File: config.mk
export PLATFORM = sky130hd
export DESIGN_NAME = oled_ssd1306_seq_flat
export DESIGN_NICKNAME = d
export VERILOG_FILES = /design/src/rtl/oled_ssd1306_pkg.sv /design/src/rtl/oled_ssd1306_seq_if.sv /design/src/rtl/oled_spi_handshake.sv /design/src/rtl/oled_ssd1306_seq.sv /design/src/flat_wrapper.sv
export SDC_FILE = /design/constraint.sdc
export NUM_CORES = 1
export LEC_CHECK = 0
export BUFFER_PORTS_ARGS = -buffer_cell sky130_fd_sc_hd__buf_2
export CAP_MARGIN = 40
export CELL_PAD_IN_SITES_DETAIL_PLACEMENT = 1
export CELL_PAD_IN_SITES_GLOBAL_PLACEMENT = 2
export CORE_AREA = 2 2 137 72
export DETAILED_ROUTE_END_ITERATION = 6
export DIE_AREA = 0 0 139 74
export PLACE_DENSITY_LB_ADDON = 0.12
export REMOVE_ABC_BUFFERS = 1
export SLEW_MARGIN = 20
export SYNTH_ARGS = -nofsm -noshare
export SYNTH_HDL_FRONTEND = slang
export SYNTH_SLANG_ARGS = --single-unit
File: constraint.sdc
create_clock -name clk_i -period 2.6 [get_ports clk_i]
set_input_delay 0.52 -clock clk_i [delete_from_list [all_inputs] [get_ports clk_i]]
set_output_delay 0.52 -clock clk_i [all_outputs]
set_load 0.02 [all_outputs]
File: src/rtl/oled_ssd1306_pkg.sv
// Shared types, command tables and timing helpers for the SSD1306 sequencer.
package oled_ssd1306_pkg;

    typedef enum logic [2:0] {
        ST_RES_LOW,
        ST_RES_WAIT,
        ST_SEND,
        ST_NEXT,
        ST_IDLE
    } seq_state_e;

    typedef enum logic [1:0] {
        HS_IDLE,
        HS_LOAD,
        HS_REQ,
        HS_WAIT_DONE
    } hs_state_e;

    typedef enum logic [1:0] {
        PH_INIT,
        PH_WIN,
        PH_PIX
    } phase_e;

    localparam int INIT_LEN = 25;
    localparam int WIN_LEN  = 6;

    localparam logic [7:0] INIT_CMDS [INIT_LEN] = '{
        8'hAE, 8'hD5, 8'h80, 8'hA8, 8'h3F, 8'hD3, 8'h00, 8'h40, 8'h8D,
        8'h14, 8'h20, 8'h00, 8'hA1, 8'hC8, 8'hDA, 8'h12, 8'h81, 8'hCF,
        8'hD9, 8'hF1, 8'hDB, 8'h40, 8'hA4, 8'hA6, 8'hAF
    };

    // Full-screen window: columns 0..127, pages 0..7.
    localparam logic [7:0] WIN_CMDS [WIN_LEN] = '{
        8'h21, 8'h00, 8'h7F, 8'h22, 8'h00, 8'h07
    };

    function automatic int us_to_clk(input int clk_mhz, input int us);
        return clk_mhz * us;
    endfunction

endpackage

File: src/rtl/oled_ssd1306_seq_if.sv
// Byte handshake toward the SPI master plus the picture ROM read port.
interface oled_ssd1306_seq_if;
    logic       send_en;
    logic       send_dc;
    logic [7:0] send_data;
    logic       send_busy;
    logic [9:0] pic_addr;
    logic [7:0] pic_data;

    modport master (
        output send_en, send_dc, send_data, pic_addr,
        input  send_busy, pic_data
    );

    modport slave (
        input  send_en, send_dc, send_data, pic_addr,
        output send_busy, pic_data
    );
endinterface

File: src/rtl/oled_spi_handshake.sv
// Moves one byte through the send_en/send_busy handshake of the slow-clocked SPI master.
// state        | meaning
// HS_IDLE      | no byte pending; waits for byte_valid_i
// HS_LOAD      | waits for the master to be idle, then captures byte and dc
// HS_REQ       | send_en high until the master reports busy
// HS_WAIT_DONE | send_en low, byte held; acks once busy drops
module oled_spi_handshake
    import oled_ssd1306_pkg::*;
(
    input  logic       clk_i,
    input  logic       rst_i,
    input  logic       byte_valid_i,
    input  logic       byte_dc_i,
    input  logic [7:0] byte_data_i,
    output logic       byte_ack_o,
    input  logic       send_busy_i,
    output logic       send_en_o,
    output logic       send_dc_o,
    output logic [7:0] send_data_o
);
    hs_state_e  state_q, state_d;
    logic       dc_q, dc_d;
    logic [7:0] data_q, data_d;

    always_ff @(posedge clk_i) begin
        if (rst_i) begin
            state_q <= HS_IDLE;
            dc_q    <= 1'b0;
            data_q  <= 8'h00;
        end else begin
            state_q <= state_d;
            dc_q    <= dc_d;
            data_q  <= data_d;
        end
    end

    always_comb begin
        state_d = state_q;
        unique case (state_q)
            HS_IDLE:      if (byte_valid_i) state_d = HS_LOAD;
            HS_LOAD:      if (!send_busy_i) state_d = HS_REQ;
            HS_REQ:       if (send_busy_i)  state_d = HS_WAIT_DONE;
            HS_WAIT_DONE: if (!send_busy_i) state_d = HS_IDLE;
            default:      state_d = HS_IDLE;
        endcase
    end

    // The master latches send_en on its own slow clock, so data must not move
    // between LOAD and the end of WAIT_DONE.
    always_comb begin
        dc_d        = dc_q;
        data_d      = data_q;
        send_en_o   = (state_q == HS_REQ);
        byte_ack_o  = (state_q == HS_WAIT_DONE) && !send_busy_i;
        send_dc_o   = dc_q;
        send_data_o = data_q;
        if (state_q == HS_LOAD && !send_busy_i) begin
            dc_d   = byte_dc_i;
            data_d = byte_data_i;
        end
    end

endmodule

File: src/rtl/oled_ssd1306_seq.sv
// SSD1306 power-up, init-list and frame streaming sequencer in front of a byte SPI master.
// state       | meaning
// ST_RES_LOW  | panel reset held low for RES_LOW_US
// ST_RES_WAIT | panel reset released; settle for RES_WAIT_US
// ST_SEND     | current byte in flight through the handshake
// ST_NEXT     | advance byte index / phase
// ST_IDLE     | frame finished, waiting for frame_start_i
module oled_ssd1306_seq
    import oled_ssd1306_pkg::*;
#(
    parameter int CLK_FRE      = 50,
    parameter int RES_LOW_US   = 10,
    parameter int RES_WAIT_US  = 100,
    parameter int PIC_BYTES    = 1024,
    parameter int CONT_REFRESH = 1
) (
    input  logic               clk_i,
    input  logic               rst_i,
    input  logic               frame_start_i,
    oled_ssd1306_seq_if.master bus,
    output logic               oled_res_o,
    output logic               init_done_o,
    output logic               frame_done_o
);
    localparam int RES_LOW_CLKS  = us_to_clk(CLK_FRE, RES_LOW_US);
    localparam int RES_WAIT_CLKS = us_to_clk(CLK_FRE, RES_WAIT_US);
    localparam int TMR_MAX       = (RES_LOW_CLKS > RES_WAIT_CLKS) ? RES_LOW_CLKS : RES_WAIT_CLKS;
    localparam int TMR_W         = $clog2(TMR_MAX + 1);

    localparam logic [TMR_W-1:0] RES_LOW_LOAD  = TMR_W'(RES_LOW_CLKS - 1);
    localparam logic [TMR_W-1:0] RES_WAIT_LOAD = TMR_W'(RES_WAIT_CLKS - 1);
    localparam logic [TMR_W-1:0] TMR_ONE       = TMR_W'(1);
    localparam logic [9:0]       INIT_LAST     = 10'(INIT_LEN - 1);
    localparam logic [9:0]       WIN_LAST      = 10'(WIN_LEN - 1);
    localparam logic [9:0]       PIX_LAST      = 10'(PIC_BYTES - 1);

    seq_state_e       state_q, state_d;
    phase_e           phase_q, phase_d;
    logic [9:0]       idx_q, idx_d;
    logic [9:0]       addr_q, addr_d;
    logic [TMR_W-1:0] timer_q, timer_d;
    logic             oled_res_q, oled_res_d;
    logic             init_done_q, init_done_d;
    logic             frame_done_q, frame_done_d;

    logic             byte_valid;
    logic             byte_dc;
    logic [7:0]       byte_data;
    logic             byte_ack;
    logic             frame_last;

    always_ff @(posedge clk_i) begin
        if (rst_i) begin
            state_q      <= ST_RES_LOW;
            phase_q      <= PH_INIT;
            idx_q        <= '0;
            addr_q       <= '0;
            timer_q      <= RES_LOW_LOAD;
            oled_res_q   <= 1'b0;
            init_done_q  <= 1'b0;
            frame_done_q <= 1'b0;
        end else begin
            state_q      <= state_d;
            phase_q      <= phase_d;
            idx_q        <= idx_d;
            addr_q       <= addr_d;
            timer_q      <= timer_d;
            oled_res_q   <= oled_res_d;
            init_done_q  <= init_done_d;
            frame_done_q <= frame_done_d;
        end
    end

    assign frame_last = (phase_q == PH_PIX) && (idx_q == PIX_LAST);

    always_comb begin
        state_d = state_q;
        unique case (state_q)
            ST_RES_LOW:  if (timer_q == '0) state_d = ST_RES_WAIT;
            ST_RES_WAIT: if (timer_q == '0) state_d = ST_SEND;
            ST_SEND:     if (byte_ack) state_d = ST_NEXT;
            ST_NEXT:     state_d = (frame_last && CONT_REFRESH == 0) ? ST_IDLE : ST_SEND;
            ST_IDLE:     if (frame_start_i) state_d = ST_SEND;
            default:     state_d = ST_RES_LOW;
        endcase
    end

    always_comb begin
        phase_d      = phase_q;
        idx_d        = idx_q;
        addr_d       = addr_q;
        timer_d      = timer_q;
        oled_res_d   = oled_res_q;
        init_done_d  = init_done_q;
        frame_done_d = 1'b0;
        unique case (state_q)
            ST_RES_LOW: begin
                if (timer_q == '0) begin
                    timer_d    = RES_WAIT_LOAD;
                    oled_res_d = 1'b1;
                end else begin
                    timer_d = timer_q - TMR_ONE;
                end
            end
            ST_RES_WAIT: begin
                if (timer_q == '0) begin
                    phase_d = PH_INIT;
                    idx_d   = '0;
                end else begin
                    timer_d = timer_q - TMR_ONE;
                end
            end
            ST_NEXT: begin
                idx_d = idx_q + 10'd1;
                unique case (phase_q)
                    PH_INIT: begin
                        if (idx_q == INIT_LAST) begin
                            init_done_d = 1'b1;
                            phase_d     = PH_WIN;
                            idx_d       = '0;
                        end
                    end
                    PH_WIN: begin
                        if (idx_q == WIN_LAST) begin
                            phase_d = PH_PIX;
                            idx_d   = '0;
                            addr_d  = '0;
                        end
                    end
                    default: begin
                        // Address runs one byte ahead so the ROM output is ready at LOAD.
                        addr_d = addr_q + 10'd1;
                        if (frame_last) begin
                            frame_done_d = 1'b1;
                            phase_d      = PH_WIN;
                            idx_d        = '0;
                        end
                    end
                endcase
            end
            ST_IDLE: begin
                if (frame_start_i) begin
                    phase_d = PH_WIN;
                    idx_d   = '0;
                end
            end
            default: ;
        endcase
    end

    always_comb begin
        byte_dc   = 1'b0;
        byte_data = 8'h00;
        unique case (phase_q)
            PH_INIT: byte_data = INIT_CMDS[idx_q[4:0]];
            PH_WIN:  byte_data = WIN_CMDS[idx_q[2:0]];
            default: begin
                byte_dc   = 1'b1;
                byte_data = bus.pic_data;
            end
        endcase
    end

    assign byte_valid   = (state_q == ST_SEND);
    assign bus.pic_addr = addr_q;
    assign oled_res_o   = oled_res_q;
    assign init_done_o  = init_done_q;
    assign frame_done_o = frame_done_q;

    oled_spi_handshake u_hs (
        .clk_i        (clk_i),
        .rst_i        (rst_i),
        .byte_valid_i (byte_valid),
        .byte_dc_i    (byte_dc),
        .byte_data_i  (byte_data),
        .byte_ack_o   (byte_ack),
        .send_busy_i  (bus.send_busy),
        .send_en_o    (bus.send_en),
        .send_dc_o    (bus.send_dc),
        .send_data_o  (bus.send_data)
    );

endmodule

File: src/flat_wrapper.sv
// flat-port wrapper written by rule: the top's interface ports become plain ports
module oled_ssd1306_seq_flat import oled_ssd1306_pkg::*;
#(
    parameter int CLK_FRE      = 50,
    parameter int RES_LOW_US   = 10,
    parameter int RES_WAIT_US  = 100,
    parameter int PIC_BYTES    = 1024,
    parameter int CONT_REFRESH = 1
)
  (clk_i, rst_i, frame_start_i, oled_res_o, init_done_o, frame_done_o, bus_send_en, bus_send_dc, bus_send_data, bus_pic_addr, bus_send_busy, bus_pic_data);
  oled_ssd1306_seq_if bus_i ();
  input  logic clk_i;
  input  logic rst_i;
  input  logic frame_start_i;
  output logic oled_res_o;
  output logic init_done_o;
  output logic frame_done_o;
  output wire logic [$bits(bus_i.send_en)-1:0] bus_send_en;
  output wire logic [$bits(bus_i.send_dc)-1:0] bus_send_dc;
  output wire logic [$bits(bus_i.send_data)-1:0] bus_send_data;
  output wire logic [$bits(bus_i.pic_addr)-1:0] bus_pic_addr;
  input wire logic [$bits(bus_i.send_busy)-1:0] bus_send_busy;
  input wire logic [$bits(bus_i.pic_data)-1:0] bus_pic_data;
  assign bus_send_en = bus_i.send_en;
  assign bus_send_dc = bus_i.send_dc;
  assign bus_send_data = bus_i.send_data;
  assign bus_pic_addr = bus_i.pic_addr;
  assign bus_i.send_busy = bus_send_busy;
  assign bus_i.pic_data = bus_pic_data;
  oled_ssd1306_seq #(.CLK_FRE(CLK_FRE), .RES_LOW_US(RES_LOW_US), .RES_WAIT_US(RES_WAIT_US), .PIC_BYTES(PIC_BYTES), .CONT_REFRESH(CONT_REFRESH)) u_core (.clk_i(clk_i), .rst_i(rst_i), .frame_start_i(frame_start_i), .bus(bus_i), .oled_res_o(oled_res_o), .init_done_o(init_done_o), .frame_done_o(frame_done_o));
endmodule
# Word-level counts from Yosys, hierarchy flattened
# Memory sizes are Yosys's and may differ from the RTL's.
# Index checks and enable logic that the tools add are counted.
# word_totals
register_bits	52
mem_bits_ro	320
in_bits	12
out_inout_bits	23
elab_cells	103
mem_count	2
# op_classes
add_sub_neg	3
n_lt_le_gt_ge	2
n_eq_ne	25
muxes	36
bitwise	4
n_reduce_logical	20
# mem_list
memory	words	word_bits	read_ports	rd_ports_with_merged_regs	write_ports	line_no	text
(no name shown)	32	8	1	0	0	oled_ssd1306_seq.sv:155	PH_INIT: byte_data = INIT_CMDS[idx_q[4:0]];
(no name shown)	8	8	1	0	0	oled_ssd1306_seq.sv:156	PH_WIN: byte_data = WIN_CMDS[idx_q[2:0]];
# ops
op	n
2-to-1 mux 10 bit	6
case mux 10 bit (2 select lines)	2
2-to-1 mux 8 bit	4
case mux 10 bit (3 select lines)	1
2-to-1 mux 13 bit	2
case mux 13 bit (2 select lines)	1
adder 10 x 1 -> 10 bit, second input constant	2
2-to-1 mux 2 bit	9
case mux 8 bit (2 select lines)	1
case mux 3 bit (5 select lines)	1
zero test 13 bit	1
subtractor 13 x 1 -> 13 bit, second input constant	1
2-to-1 mux 3 bit	4
equality test 10 bit, second input constant	1
equality test 10 x 3 -> 1 bit, second input constant	1
equality test 10 x 5 -> 1 bit, second input constant	1
!= test 2 x 1 -> 1 bit, second input constant	5
!= test 2 bit, second input constant	5
AND reduction 3 bit	3
case mux 2 bit (4 select lines)	1
AND reduction 4 bit	2
equality test 2 bit, second input constant	3
equality test 3 x 2 -> 1 bit, second input constant	2
greater-or-equal comparator 6 bit, second input constant	1
other kinds (22)	30

# Depth between registers and ports, before layout
# Gate-level depths: netlist (run 1).
# depth
word_depth	5
depth_mapped	9
mapped_depth_nobuf	7

# Modules after synthesis
# A second synthesis (run 1) with hierarchy kept.
# hier_totals
cells_unflattened	413
hier_area_um2	3124.2
# modules_own_cells
mod	instances	cells_each	area_per_inst_um2	seq_area_each_um2
oled_ssd1306_seq	1	354	2631.3	800.8
oled_spi_handshake	1	59	493.0	220.2

# Worst setup path after synthesis (run 1)
# No wires, ideal clock.
# synth_path
path_kind	reg2reg
from	register u_core.idx_q[1]
to	register u_core.idx_q[1]
setup_ps	117
t_arrival_ps	2148
required_ps	2483
slack_ps	335
stages_incl_launch_ff	9
n_path_buf	2
period_less_slack_ps	2265
path_cell_list	dfxtp_1 clkbuf_1 inv_1 ha_1 or4bb_1 mux2i_1 a211oi_1 clkbuf_1 a32o_1
# synth_via
elab_chain_len	5
elab_cells_between_ends	10
classes_between	add/sub: 1; eq/ne: 3; mux: 5; reduce/logical: 1
# synth_lines
element	line_no	text
start, declared	oled_ssd1306_seq.sv:39	logic [9:0] idx_q, idx_d;
start signal, assigned	oled_ssd1306_seq.sv:65	idx_q <= idx_d;
branches (longest 3 deep; another with adder 10 x 1 -> 10 bit)	--	
case mux 10 bit (2 select lines) (*)	oled_ssd1306_seq.sv:115	unique case (phase_q)
case mux 10 bit (3 select lines) (*)	oled_ssd1306_seq.sv:96	unique case (state_q)
# Every way passes the cells marked *.
# A chain may end at the register's enable or synchronous reset.

# Final worst setup path (run 1)
# layout_path
from	register u_core.timer_q[0]
to	register u_core.timer_q[12]
# layout_via
elab_chain_len	3
elab_cells_between_ends	7
classes_between	add/sub: 1; eq/ne: 1; mux: 3; reduce/logical: 2
# layout_lines
element	line_no	text
start, declared	oled_ssd1306_seq.sv:41	logic [TMR_W-1:0] timer_q, timer_d;
start signal, assigned	oled_ssd1306_seq.sv:67	timer_q <= timer_d;
subtractor 13 x 1 -> 13 bit or zero test 13 bit (tied branches)	--	
2-to-1 mux 13 bit (tied with other cells)	oled_ssd1306_seq.sv:106	if (timer_q == '0) begin
case mux 13 bit (2 select lines) or AND reduction 2 bit (tied branches)	--	
# Parallel ways exist; a longest one is shown, timed or not. The select of a mux whose other input is x is not followed.

==> out/summary.md, run 1 <==
The global-route usage over all layers is 20.40%. Of the available clock period, the critical path in the final layout requires 96.90%. After layout, the minimum clock period comes to 2.519 ns. Of the cells placed in the final design, the portion with a size suffix greater than 1 is 16.35%. The largest single stage delay on the critical path is 0.51 ns. Derived from the worst setup path, the maximum achievable clock frequency is 396.9 MHz. In this run the critical register-to-register path is launched from u_core.timer_q[0]. The number of gates resized after CTS was 0.

Setup repair after global routing left no endpoint under its margin. Detailed placement ended at an HPWL of 7.536 mm. The run gives 3134 µm² as the cell area after technology mapping.

Walking the worst path, the cells encountered are inv_1 > ha_1 > or4b_1 > nor3_1 > nor4b_2 > mux2i_1 > a21oi_1. The logs give 16.47 mm for the global-route wire length before repair and 3616 µm² for the final instance area. After detailed routing, the number of vias per cell comes to 5.615. The final count of negative-setup-slack endpoints is 0, and the number of buffers inserted to repair setup after CTS is 0.

Number of antenna violations at the first check in global routing: 0. Wires add up to 10.20 mm. In this run the static leakage power is 0.001285 µW. The post-route antenna net violation count was 0.

For the pin with the worst max-slew slack, the measured transition is 0.6770 ns. The tightest min-delay check is of the reg2reg type. The area overhead of the layout relative to synthesis came out at 15.37%.

The leftover overflow at the end of global routing is 0, and the CTS H-tree depth is 2. The number of hold-repair buffers added at the cts stage came out at 0. Classification of the worst setup path: reg2reg. The number of enable-type register cells in the synthesized netlist is 0, and the detail-routed net length per standard cell is 18.79 µm.

The worst setup path is captured at a flop. The endpoint of the worst-slack reg-to-reg timing path is u_core.timer_q[12]. The count of final hold-check violations was 0; the required time of the critical path was 2.77 ns. The area after detailed placement is 3452 µm², and the area occupied by multi-input gates is 1953 µm². Across the run, the number of max-cap violations was 0. Of all nets on the critical path, the largest fanout is 4.

After clock tree synthesis, the clock-pin slew on the worst setup and hold paths is 0.07 ns. Buffers placed on the I/O ports in this run total 33. TritonCTS built the clock tree. The initial utilization of the core area, before any placement, comes to 34.32%. The die outline height came out at 74 µm.

The net count of the finished layout is 447. The die is 139 µm wide. The logs give 0 for the number of pins with negative max-slew slack in the final report and 72 for the distinct cell type count of the synthesized netlist. Sort of element at the start of the critical path: a flop. For flop-to-flop paths, the worst setup slack is 0.08 ns. In this run the tightest slew margin relative to its limit is 54.65%.

The die covers 10290 µm². The run gives 4 as the first-pass iteration count of the detailed router. The launch point of the critical path is u_core.timer_q[0]. After routing, the total negative slack on setup checks comes to 0 ns. Via count of the first global-routing pass: 3034. The most used flip-flop cell after synthesis is dfxtp_1. During synthesis, Yosys emitted a total of 0 warnings. The power per unit of standard cell area is 435.6 nW/µm², and the number of core rows is 25. Among all stages on the critical path, the largest delay is contributed by or4b_1. The core area was 9134 µm². Each instance of the synthesized netlist takes up on average 7.996 µm². In this run the worst setup path terminates at u_core.timer_q[12]. Async set-or-reset flop fraction in the synthesized netlist: 0%. The clock passes through at most 2 buffers.

The worst-case clock skew is 0.008915 ns. The logs give 0.30 ns for the insertion delay to the later sink of the worst-skew pair and 51 for the clock sink total. The count of cells along the worst register-to-register path is 7. CTS root buffer: clkbuf_16. The via count of the routed design came out at 3049.

The pin count of the biggest net entering global routing came out at 34. Across the whole layout, storage elements account for 1021 µm². The run finished with clean final reports. The number of register bits inferred by synthesis came out at 51.

The layout has 1134 filler cells. The power after layout came out at 1575 µW. For the number of standard cells after synthesis, the log shows 392. The number of DRC markers after the initial detailed-route iteration was 155.

Final hold analysis gives a worst-case slack of 0.4935 ns. VDD sags by at most 0.0002645 V. During I/O placement, the number of pins put on the boundary was 35.

The congestion estimate from routability-driven global placement came to 0.7988. The number of remaining DRC errors came out at 0. The run gives 5 as the number of buffers created by CTS. Antenna diode count: 0. For the arrival time of the worst setup path, the log shows 2.69 ns.

For the sequential area share after synthesis, the log shows 32.57%.
-- stage by stage --
step                      utilization (%)  instances  setup WS [ns]
final                               39.59        543        0.08056
after global placement              37.79        534         0.2496
after CTS                           39.51        542         0.1483
after global routing                39.59        543      0.0008840
after detailed placement            37.79        534         0.1590
after floorplan                         -        366         0.1160
-- synthesized netlist by cell type (all sizes together) (2+ instances only) --
| cell type | number | share of area (%) |
|---|---|---|
| o211ai | 3 | 0.72 |
| a31oi | 13 | 2.6 |
| xnor2 | 12 | 3.4 |
| nor3b | 6 | 1.4 |
| a311oi | 3 | 1.0 |
| inv | 14 | 1.7 |
| nor3 | 15 | 2.4 |
| a32oi | 4 | 1.1 |
| nor4 | 10 | 3.2 |
| nand2 | 29 | 3.5 |
| buf | 6 | 0.92 |
| and2 | 3 | 0.68 |
| o21a | 2 | 0.48 |
| a21boi | 2 | 0.48 |
| nor2 | 46 | 5.5 |
| nor4b | 3 | 1.2 |
| ha | 14 | 5.6 |
| o22ai | 4 | 0.80 |
| a22oi | 6 | 1.4 |
| o21ai | 20 | 3.2 |
| mux2i | 5 | 1.6 |
| and3 | 3 | 0.60 |
| clkbuf | 20 | 2.4 |
| nand3b | 2 | 0.48 |
| nand4 | 8 | 1.6 |
| dfxtp | 51 | 33 |
| a211oi | 4 | 0.96 |
| nand3 | 21 | 3.4 |
| nor2b | 8 | 1.6 |
| or4 | 5 | 1.4 |
| nand2b | 4 | 0.80 |
| o32ai | 2 | 0.56 |
| a21oi | 13 | 2.1 |
| o31ai | 3 | 0.72 |
-- logic make-up (layout without fill, tap and decap cells) --
| logic type | after synthesis | count (layout) | synth area share, % |
|---|---|---|---|
| buf+inv | 41 | 71 | 5.110 |
| fa+ha+maj | 14 | 14 | 5.589 |
| mux | 6 | 6 | 1.956 |
| compound gates | 95 | 95 | 20.76 |
| flops | 51 | 51 | 32.57 |
| xor+xnor | 13 | 13 | 3.633 |
| simple gates | 172 | 172 | 30.38 |
-- layout by cell type (no fill, tap or decap), types with 3 or more instances in the layout --
cell	instances
nor3_1	15
nand4_1	8
o21ai_0	18
o31ai_1	3
nor3b_1	6
o22ai_1	4
mux2i_1	5
or4_1	3
nand3_1	21
a31oi_1	13
a21oi_1	13
inv_1	14
a32oi_1	4
nor2_1	46
dfxtp_1	51
nand2b_1	4
xnor2_1	12
nor2b_1	8
nor4_1	7
buf_2	33
ha_1	14
clkbuf_16	5
a211oi_1	4
a22oi_1	6
o211ai_1	3
nand2_1	29
and3_1	3
buf_4	15
-- sequential cells by signal (all words and copies together) (netlist names) --
register,flops
u_core.phase_q,2
u_core.u_hs.state_q,2
u_core.idx_q,10
u_core.oled_res_o,1
u_core.timer_q,13
u_core.frame_done_o,1
u_core.bus.pic_addr,10
u_core.u_hs.send_data_o,8
u_core.state_q,2
u_core.u_hs.send_dc_o,1
u_core.init_done_o,1
-- power breakdown --
| part | internal [µW] | leakage [µW] | total (µW) | switching, µW |
|---|---|---|---|---|
| sequential | 787 | 0.000412 | 796 | 8.85 |
| clock | 411 | 0.0000772 | 722 | 311 |
| combinational | 22.5 | 0.000796 | 57.3 | 34.8 |
| total | 1220 | 0.00129 | 1580 | 354 |
-- critical path: cells and delay by family, from the launching register on --
family                   cells  cell delay [ns]
AND/OR/NAND/NOR              3             1.36
flip-flops                   1             0.34
adder cells (fa/ha/maj)      1             0.27
multiplexers                 1             0.23
buffers and inverters        1             0.12
AO/OA/AOI/OAI                1             0.08
-- per-layer routing --
layer  part of all wire [%]  wire length, µm  track usage, %  up-vias
li1                       -                -               -     1501
met1                     57             5797           30.98     1487
met2                     39             3942           29.89       55
met3                    4.0              405           4.507        6
met4                   0.55               56           3.591        0
met5                      0                0               0        -
-- how the worst min path moves through the flow --
stage / startpoint / to / slack [ns] / cells past startpoint
after floorplan: u_core.idx_q[8] / u_core.idx_q[8] / 0.47 / 2
after global placement: u_core.oled_res_o / u_core.oled_res_o / 0.45 / 2
after detailed placement: u_core.oled_res_o / u_core.oled_res_o / 0.47 / 2
after CTS: u_core.oled_res_o / u_core.oled_res_o / 0.49 / 2
after global routing: bus_pic_data[3] / u_core.u_hs.send_data_o[3] / 0.50 / 3
final: u_core.oled_res_o / u_core.oled_res_o / 0.49 / 2
-- area by class of cell --
class	count	share of cell area (%)
Tap cell	121	4.187
Sequential cell	51	28.24
Clock buffer	8	4.325
Multi-Input combinational cell	300	54.01
Inverter	15	1.557
Timing Repair Buffer	48	7.682
Power figures use the tool's default switching activity.
==> run 2, diff against run 1 <==
--- a/config.mk
+++ b/config.mk
@@ -14,6 +14,7 @@
 export DIE_AREA = 0 0 139 74
 export PLACE_DENSITY_LB_ADDON = 0.12
 export REMOVE_ABC_BUFFERS = 1
+export SETUP_SLACK_MARGIN = 0.1
 export SLEW_MARGIN = 20
 export SYNTH_ARGS = -nofsm -noshare
 export SYNTH_HDL_FRONTEND = slang
==> run 2 against run 1 <==
Compared with the run above:
- combinational power about the same
- total power up 0.12%
- critical path type unchanged
- design area up 0.31%
- sequential share of layout area down 0.088 points
- worst setup slack better by 0.23 ns
- clock skew about the same
==> out/summary.md, run 2 (same netlist as run 1, synthesis figures left out) <==
The via-per-instance ratio works out to 5.635 (+0.36%). The number of hold-repair buffers added at the cts stage is 0 (unchanged). The clock transition time at the flip-flop clock pins of the worst setup and hold paths was 0.07 ns (about the same); the insertion delay to the later sink of the worst-skew pair was 0.30 ns (about the same). The number of flip-flops under the largest register name works out to 13 (unchanged).

The worst-margin pin slew was 0.7107 ns (+0.03368 ns). The number of DRC markers after the initial detailed-route iteration came out at 127 (-18%). The time the worst path needs with I/O delays and setup was 2.285 ns (-0.2344 ns); the worst-case clock skew was 0.009103 ns (+0.0001884 ns). The headroom to the max-slew limit was 52.40% (-2.3 points); the clock sink total was 51 (unchanged). Number of pins with negative max-slew slack in the final report: 0 (unchanged). The via count of the routed design is 3060 (+0.36%). The logs give 0 ns (unchanged) for the setup TNS and 0 (unchanged) for the number of remaining DRC errors. Switching power share of the total: 22.60% (+0.093 points).

More flip-flops sit in one register than any other, and that register is u_core.timer_q. The library cell used most frequently in the layout, excluding fill and tap cells, is dfxtp_1. The largest fanout on the critical path works out to 4 (unchanged). The tools report the combinational group share of total power as 3.6% (about the same).

The die outline height is 74 µm (unchanged), and the number of buffers on the longest clock path is 2 (unchanged). The logs give 7.536 mm (unchanged) for the HPWL after detailed placement and 4 (unchanged) for the first-pass iteration count of the detailed router. The logs give 10.21 mm (about the same) for the final routed wirelength across all metal layers and 20.40% (unchanged) for the global-route usage over all layers. The tools report the number of core rows as 25 (unchanged).

The worst hold-check path type was reg2reg. For the clock network fraction of design power, the log shows 45.9% (about the same). The die span in x came out at 139 µm (unchanged).

STA classifies the critical path startpoint as a flop. The core area came out at 9134 µm² (unchanged). The detail-routed net length per standard cell is 18.80 µm (about the same), and the relative contribution of sequential cells to total power is 50.5% (about the same).

The pin count of the biggest net entering global routing is 34 (unchanged), and the maximum resistive drop on vdd is 0.0002643 V (-0.10%). The run finished with clean final reports. The antenna diode count is 0 (unchanged). The run gives 3034 (unchanged) as the via count of the first global-routing pass.

The top cell types in the final layout, fill and taps aside, are 51 x dfxtp_1, 46 x nor2_1, 33 x buf_2, 29 x nand2_1, 21 x nand3_1. The global-route wire length before repair is 16.47 mm (unchanged). The number of top-level pins was 35 (unchanged); the portion of the clock cycle consumed by the worst path in the final layout was 87.89% (-9.0 points).

The tools report the power after layout as 1577 µW (+0.12%). The total net switching power was 356.4 µW (+0.54%). STA classifies the critical path endpoint as a flop.

The tools report the initial core utilization as 34.32% (unchanged). The last weighted congestion value of the routability-driven placer was 0.7988 (unchanged); the count of buffers inserted at the top-level ports was 33 (unchanged). Post-route antenna net violation count: 0 (unchanged).

Leftover overflow at the end of global routing: 0 (unchanged). In this run the clock root is driven by a clkbuf_16. TritonCTS built the clock tree. The area enclosed by the die boundary came out at 10290 µm² (unchanged). The cell leakage power came out at 0.001285 µW (about the same). The logs give 0 (unchanged) for the count of final hold-check violations and 0 (unchanged) for the number of antenna violations at the first check in global routing. The number of buffers created by CTS is 5 (unchanged).

The final count of negative-setup-slack endpoints is 0 (unchanged). Required time of the critical path: 2.77 ns (about the same). The fraction of final layout cells sized beyond drive strength 1 was 16.82% (+0.47 points). For the CTS H-tree depth, the log shows 2 (unchanged). The number of buffers inserted to repair setup after CTS is 0 (unchanged). Cell-internal power: 1221 µW (about the same).

Setup repair after global routing left no endpoint under its margin. The logs give 447 (unchanged) for the total number of nets in the final design and 437.6 MHz (+10%) for the highest achievable clock rate. The arrival time of the worst setup path was 2.45 ns (-0.24 ns); the max-capacitance violation count was 0 (unchanged). The power per unit of standard cell area works out to 434.8 nW/µm² (-0.19%).

Relative to the synthesized area, the layout overhead comes to 15.73%. By startpoint and endpoint, the worst setup path is classified as reg2reg.
## run 2: timing repair
action                     4_1_cts  5_1_grt
hold endpoints to repair         0        0
setup endpoints to repair        0        9
gates resized for setup          0        2
## run 2: worst paths after layout
check | cells after the start | endpoint | slack (ns) | start
worst min register to register | 2 | u_core.oled_res_o | 0.49 | u_core.oled_res_o
worst max-delay path | 7 | u_core.timer_q[12] | 0.31 | u_core.timer_q[0]
worst max register to register | 7 | u_core.timer_q[12] | 0.31 | u_core.timer_q[0]
worst min-delay path | 2 | u_core.oled_res_o | 0.49 | u_core.oled_res_o
## run 2: through the flow
stage | utilization, % | worst slack (ns) | std cells | area [µm²] | hold WS, ns
after floorplan | - | 0.1160 | 366 | 3030 | 0.4665
after global placement | 37.79 | 0.2496 | 534 | 3452 | 0.4484
after detailed placement | 37.79 | 0.1590 | 534 | 3452 | 0.4651
after CTS | 39.51 | 0.1483 | 542 | 3608 | 0.4941
after global routing | 39.71 | 0.1794 | 543 | 3627 | 0.4978
final | 39.71 | 0.3149 | 543 | 3627 | 0.4937
## run 2: worst max-delay path: stages (launching register included)
cell and delay, ns:
dfxtp_1 0.34, inv_1 0.12, ha_1 0.26, or4b_1 0.51
nor3_2 0.27, nor4b_2 0.35, mux2i_1 0.23, a21oi_1 0.08
## run 2: metal layers
metal	vias up	global-route usage, %	routed length [µm]
li1	1500	-	-
met1	1499	30.98	5775
met2	55	29.89	3954
met3	6	4.507	426
met4	0	3.591	55
met5	-	0	0
## run 2: final cells by class
type / instances / area, µm²
clock buffers: 8 / 156.4
flip-flops and latches: 51 / 1021
inverters: 15 / 56.30
repair buffers: 48 / 277.8
fillers: 1133 / 5507
well taps: 121 / 151.4
multi-input cells: 300 / 1964
## run 2: power groups by stage
stage / clock, µW / sequential [µW] / combinational [µW]
3_5_place_dp: 0 / 813 / 56.2
4_1_cts: 746 / 795 / 56.7
3_3_place_gp: 0 / 813 / 54.1
2_1_floorplan: 0 / 811 / 27.9
6_report: 724 / 796 / 57.5
5_1_grt: 776 / 797 / 64.1
==> run 3, diff against run 2 <==
--- a/config.mk
+++ b/config.mk
@@ -9,13 +9,14 @@
 export CAP_MARGIN = 40
 export CELL_PAD_IN_SITES_DETAIL_PLACEMENT = 1
 export CELL_PAD_IN_SITES_GLOBAL_PLACEMENT = 2
-export CORE_AREA = 2 2 137 72
+export CORE_AREA = 2 2 139 73
 export DETAILED_ROUTE_END_ITERATION = 6
-export DIE_AREA = 0 0 139 74
+export DIE_AREA = 0 0 141 75
 export PLACE_DENSITY_LB_ADDON = 0.12
 export REMOVE_ABC_BUFFERS = 1
 export SETUP_SLACK_MARGIN = 0.1
 export SLEW_MARGIN = 20
 export SYNTH_ARGS = -nofsm -noshare
 export SYNTH_HDL_FRONTEND = slang
+export SYNTH_HIERARCHICAL = 1
 export SYNTH_SLANG_ARGS = --single-unit
==> run 3 against run 2 <==
Compared with the run above:
- sequential power increased by 4.1%
- design area shrank 0.86%
- die area increased by 2.8%
- utilization decreased by 1.0 points
- synthesized cell count grew 5.4%
- critical endpoint is now u_core/u_hs/send_data_o[2]
- cell count increased by 3.9%
- critical path depth increased by 3
- combinational power grew to 3.1 times the previous value
- clock power is 5.2% lower
- maximum frequency rose by 0.50%
- flip-flop and latch count stayed put
==> out/summary.md, run 3 <==
The run gives 556 (+4.1%) as the placed instance count. The logs give 0 (unchanged) for the count of final hold-check violations and 25 (unchanged) for the number of core rows. The count of yosys warnings during synthesis was 6 (+6); the required time of the critical path was 2.83 ns (+0.06 ns). Slowest cell on the critical path: ha_1.

Worst hold-check path type: reg2reg. The flow ran to the end, and the final reports show no timing, DRC or antenna violations. The async set-or-reset flop fraction in the synthesized netlist works out to 0% (unchanged). The die outline height is 75 µm (+1.4%). STA classifies the critical path endpoint as a flop. By area the synthesized netlist is led by dfxtp_1 33%, nand2_1 6.6%, a21oi_1 5.4%, ha_1 5.2%, nor2_1 4.3%. The area fraction of the dominant cell type after synthesis was 32.68% (+0.10 points); the insertion delay to the later sink of the worst-skew pair was 0.30 ns (about the same). The register name with the most flops was u_core/timer_q. The number of flip-flops under the largest register name was 13 (unchanged).

The headroom to the max-slew limit came out at 58.22% (+5.8 points). The startpoint identified for the worst hold timing path is u_core/u_hs/send_data_o[6]. The time the worst path needs with I/O delays and setup was 2.274 ns (-0.01139 ns). Count of buffers inserted at the top-level ports: 33 (unchanged).

The largest fanout on the critical path works out to 7 (+3). Power per unit of standard cell area: 471.8 nW/µm² (+8.5%). The number of cells on the worst hold path was 2 (unchanged). The portion of the clock cycle consumed by the worst path in the final layout was 87.45% (-0.44 points). Leaving out fill and tap cells, the most frequent cells in the layout are 55 x nand2_1, 51 x dfxtp_1, 36 x nor2_1, 34 x a21oi_1, 33 x buf_2. The number of DRC markers after the initial detailed-route iteration is 179 (+41%), and the antenna diode count is 0 (unchanged). The leftover overflow at the end of global routing is 0 (unchanged).

The number of remaining DRC errors is 0 (unchanged). Distinct cell type count of the synthesized netlist: 59 (-18%). In the synthesized netlist the dominant register cell turns out to be dfxtp_1. The via-per-instance ratio was 5.480 (-2.7%); the global-route wire length before repair was 15.18 mm (-7.8%). The run gives 4 (unchanged) as the first-pass iteration count of the detailed router. The logs give 32 (-5.9%) for the pin count of the biggest net entering global routing and 10580 µm² (+2.8%) for the area enclosed by the die boundary. For the global-route usage over all layers, the log shows 18.17% (-2.2 points).

The largest incremental delay on the critical path came out at 0.34 ns (-0.17 ns). The run gives 2.50 ns (+0.05 ns) as the arrival time of the worst setup path. The cell leakage power is 0.001322 µW (+2.8%). For the number of antenna violations at the first check in global routing, the log shows 0 (unchanged). The commonest cells after synthesis are 55 x nand2_1, 51 x dfxtp_1, 36 x nor2_1. The most frequent standard cell in the layout excluding fill and tap cells was nand2_1. Number of top-level pins: 35 (unchanged).

The worst-case clock skew came out at 0.003575 ns (-0.005528 ns). The clock transition time at the flip-flop clock pins of the worst setup and hold paths works out to 0.07 ns (about the same). The most prevalent standard cell on the critical path is inv_1. The area overhead of the layout relative to synthesis works out to 15.10%. The final core area utilization was 38.71% (-1.0 points).

The tools report the endpoint of the worst-slack reg-to-reg timing path as u_core/u_hs/send_data_o[2]. The count of cells along the worst register-to-register path is 10 (+3), and the fraction of final layout cells sized beyond drive strength 1 is 15.35% (-1.5 points). TritonCTS built the clock tree.

The highest achievable clock rate came out at 439.8 MHz (+0.50%). The non-filler instance count after layout is 564 (+3.9%), and the cell area after technology mapping is 3124 µm² (-0.32%). The logs give 9.154 mm (-10%) for the final routed wirelength across all metal layers and 32.68% (+0.10 points) for the sequential area share after synthesis. Setup repair after global routing left no endpoint under its margin. The CTS root buffer was clkbuf_16. The worst-margin pin slew is 0.6188 ns (-0.09191 ns).

The detail-routed net length per standard cell came out at 16.23 µm (-14%). The number of buffers on the longest clock path came out at 2 (unchanged). dfxtp_1 takes more of the synthesized area than any other cell.

The worst hold path terminates at u_core/u_hs/send_data_o[6]. The number of register bits inferred by synthesis came out at 51 (unchanged). In the post-synthesis netlist, the cell with the most instances is nand2_1.

The run gives 2 (unchanged) as the CTS H-tree depth. The setup TNS was 0 ns (unchanged). The run gives 0 (unchanged) as the number of buffers inserted to repair setup after CTS. The number of enable-type register cells in the synthesized netlist was 0 (unchanged). The number of filler instances in the final layout is 1145 (+1.1%). The core area came out at 9290 µm² (+1.7%). Total number of nets in the final design: 467 (+4.5%). The tools report the number of standard cells after synthesis as 413 (+5.4%).

Die span in x: 141 µm (+1.4%). For the combined flip-flop and latch cell area, the log shows 1021 µm² (unchanged). The post-route antenna net violation count is 0 (unchanged). For the maximum resistive drop on vdd, the log shows 0.0002592 V (-1.9%). For the via count of the first global-routing pass, the log shows 3085 (+1.7%). The worst-case register-to-register setup slack was 0.33 ns (about the same). The startpoint identified for the worst register-to-register timing path is u_core/idx_q[1]. Among cell families on the critical path, the largest total delay comes from compound AO/OA/AOI/OAI gates. The final count of negative-setup-slack endpoints is 0 (unchanged).

The initial core utilization is 33.63% (-0.69 points). The via count of the routed design is 3091 (+1.0%). Sort of element at the start of the critical path: a flop.

Number of buffer and inverter stages on the critical path: 3 (+2). The max-capacitance violation count was 0 (unchanged). The critical path goes through inv_1 > ha_1 > inv_1 > or3_1 > a221oi_1 > a2111oi_0 > buf_4 > o31ai_1 > nand2_1 > a21oi_1. The number of buffers created by CTS is 5 (unchanged), and the post-synthesis average cell area is 7.565 µm² (-5.4%). Last weighted congestion value of the routability-driven placer: 0.7750 (-3.0%). The number of pins with negative max-slew slack in the final report was 0 (unchanged). The area occupied by multi-input gates came out at 1899 µm² (-3.3%). The clock sink total was 51 (unchanged). The classification of the worst setup path was reg2reg. The tools report the HPWL after detailed placement as 6.696 mm (-11%).
[run 3: cell count changes after synthesis, sizes merged, moves of 8 or more]
cell   previous run  this run
nor2             46        36
xnor2            12         4
nand2            29        55
nor4             10         2
a21oi            13        35
[run 3: worst max-delay path by stage]
stage | startpoint | endpoint | slack [ns] | cells after the start
6_report | u_core/idx_q[1] | u_core/u_hs/send_data_o[2] | 0.33 | 10
5_1_grt | u_core/idx_q[1] | u_core/u_hs/send_data_o[2] | 0.13 | 10
4_1_cts | u_core/timer_q[0] | u_core/phase_q[1] | 0.29 | 7
3_5_place_dp | u_core/timer_q[0] | u_core/phase_q[1] | 0.32 | 7
3_3_place_gp | u_core/idx_q[1] | u_core/u_hs/send_data_o[2] | 0.40 | 10
2_1_floorplan | u_core/idx_q[2] | u_core/bus.pic_addr[9] | 0.39 | 5
[run 3: cells by family after synthesis]
group           synth area share (%)
simple gates                   29.44
mux                            1.001
flops                          32.68
compound gates                 22.99
fa+ha+maj                      5.206
buf+inv                        6.728
xor+xnor                       1.962
[run 3: power breakdown]
group	total (µW)	switching, µW	internal (µW)
sequential	829	21.3	808
combinational	181	109	71.5
clock	686	324	363
[run 3: metrics by stage]
step	setup slack (ns)	total power, µW	instance area (µm²)	hold slack [ns]
finish	0.3263	1697	3596	0.4665
global route	0.1299	1797	3596	0.4944
CTS	0.2864	1738	3590	0.4680
detailed placement	0.3188	1033	3441	0.4561
global placement	0.4040	1018	3441	0.4429
floorplan	0.3879	963.7	2989	0.4640
[run 3: worst reg2reg max path, stage by stage (launching register included)]
cell	delay, ns
dfxtp_1	0.31
inv_1	0.15
ha_1	0.34
inv_1	0.11
or3_1	0.32
a221oi_1	0.24
a2111oi_0	0.13
buf_4	0.15
o31ai_1	0.24
nand2_1	0.08
a21oi_1	0.14
[run 3: layer usage]
layer,routed length (µm),vias up,part of all wire (%),GRT usage (%)
met5,0,-,0,0
met4,57,0,0.62,4.000
met3,286,7,3.1,3.880
met2,4395,39,48,32.63
met1,4414,1498,48,23.07
li1,-,1547,-,-
[run 3: layout make-up]
type	instances	share of cell area, %
timing repair buffer	51	8.351
tap	121	4.210
inverter	20	2.088
clock buffer	5	3.479
clock inverter	3	0.6611
multi-input combinational	313	52.82
sequential	51	28.39
[run 3: repair_timing]
action | 4_1_cts | 5_1_grt
resized for setup | 0 | 1
hold buffers | 0 | 0
hold endpoints to repair | 0 | 0
setup endpoints to repair | 0 | 1
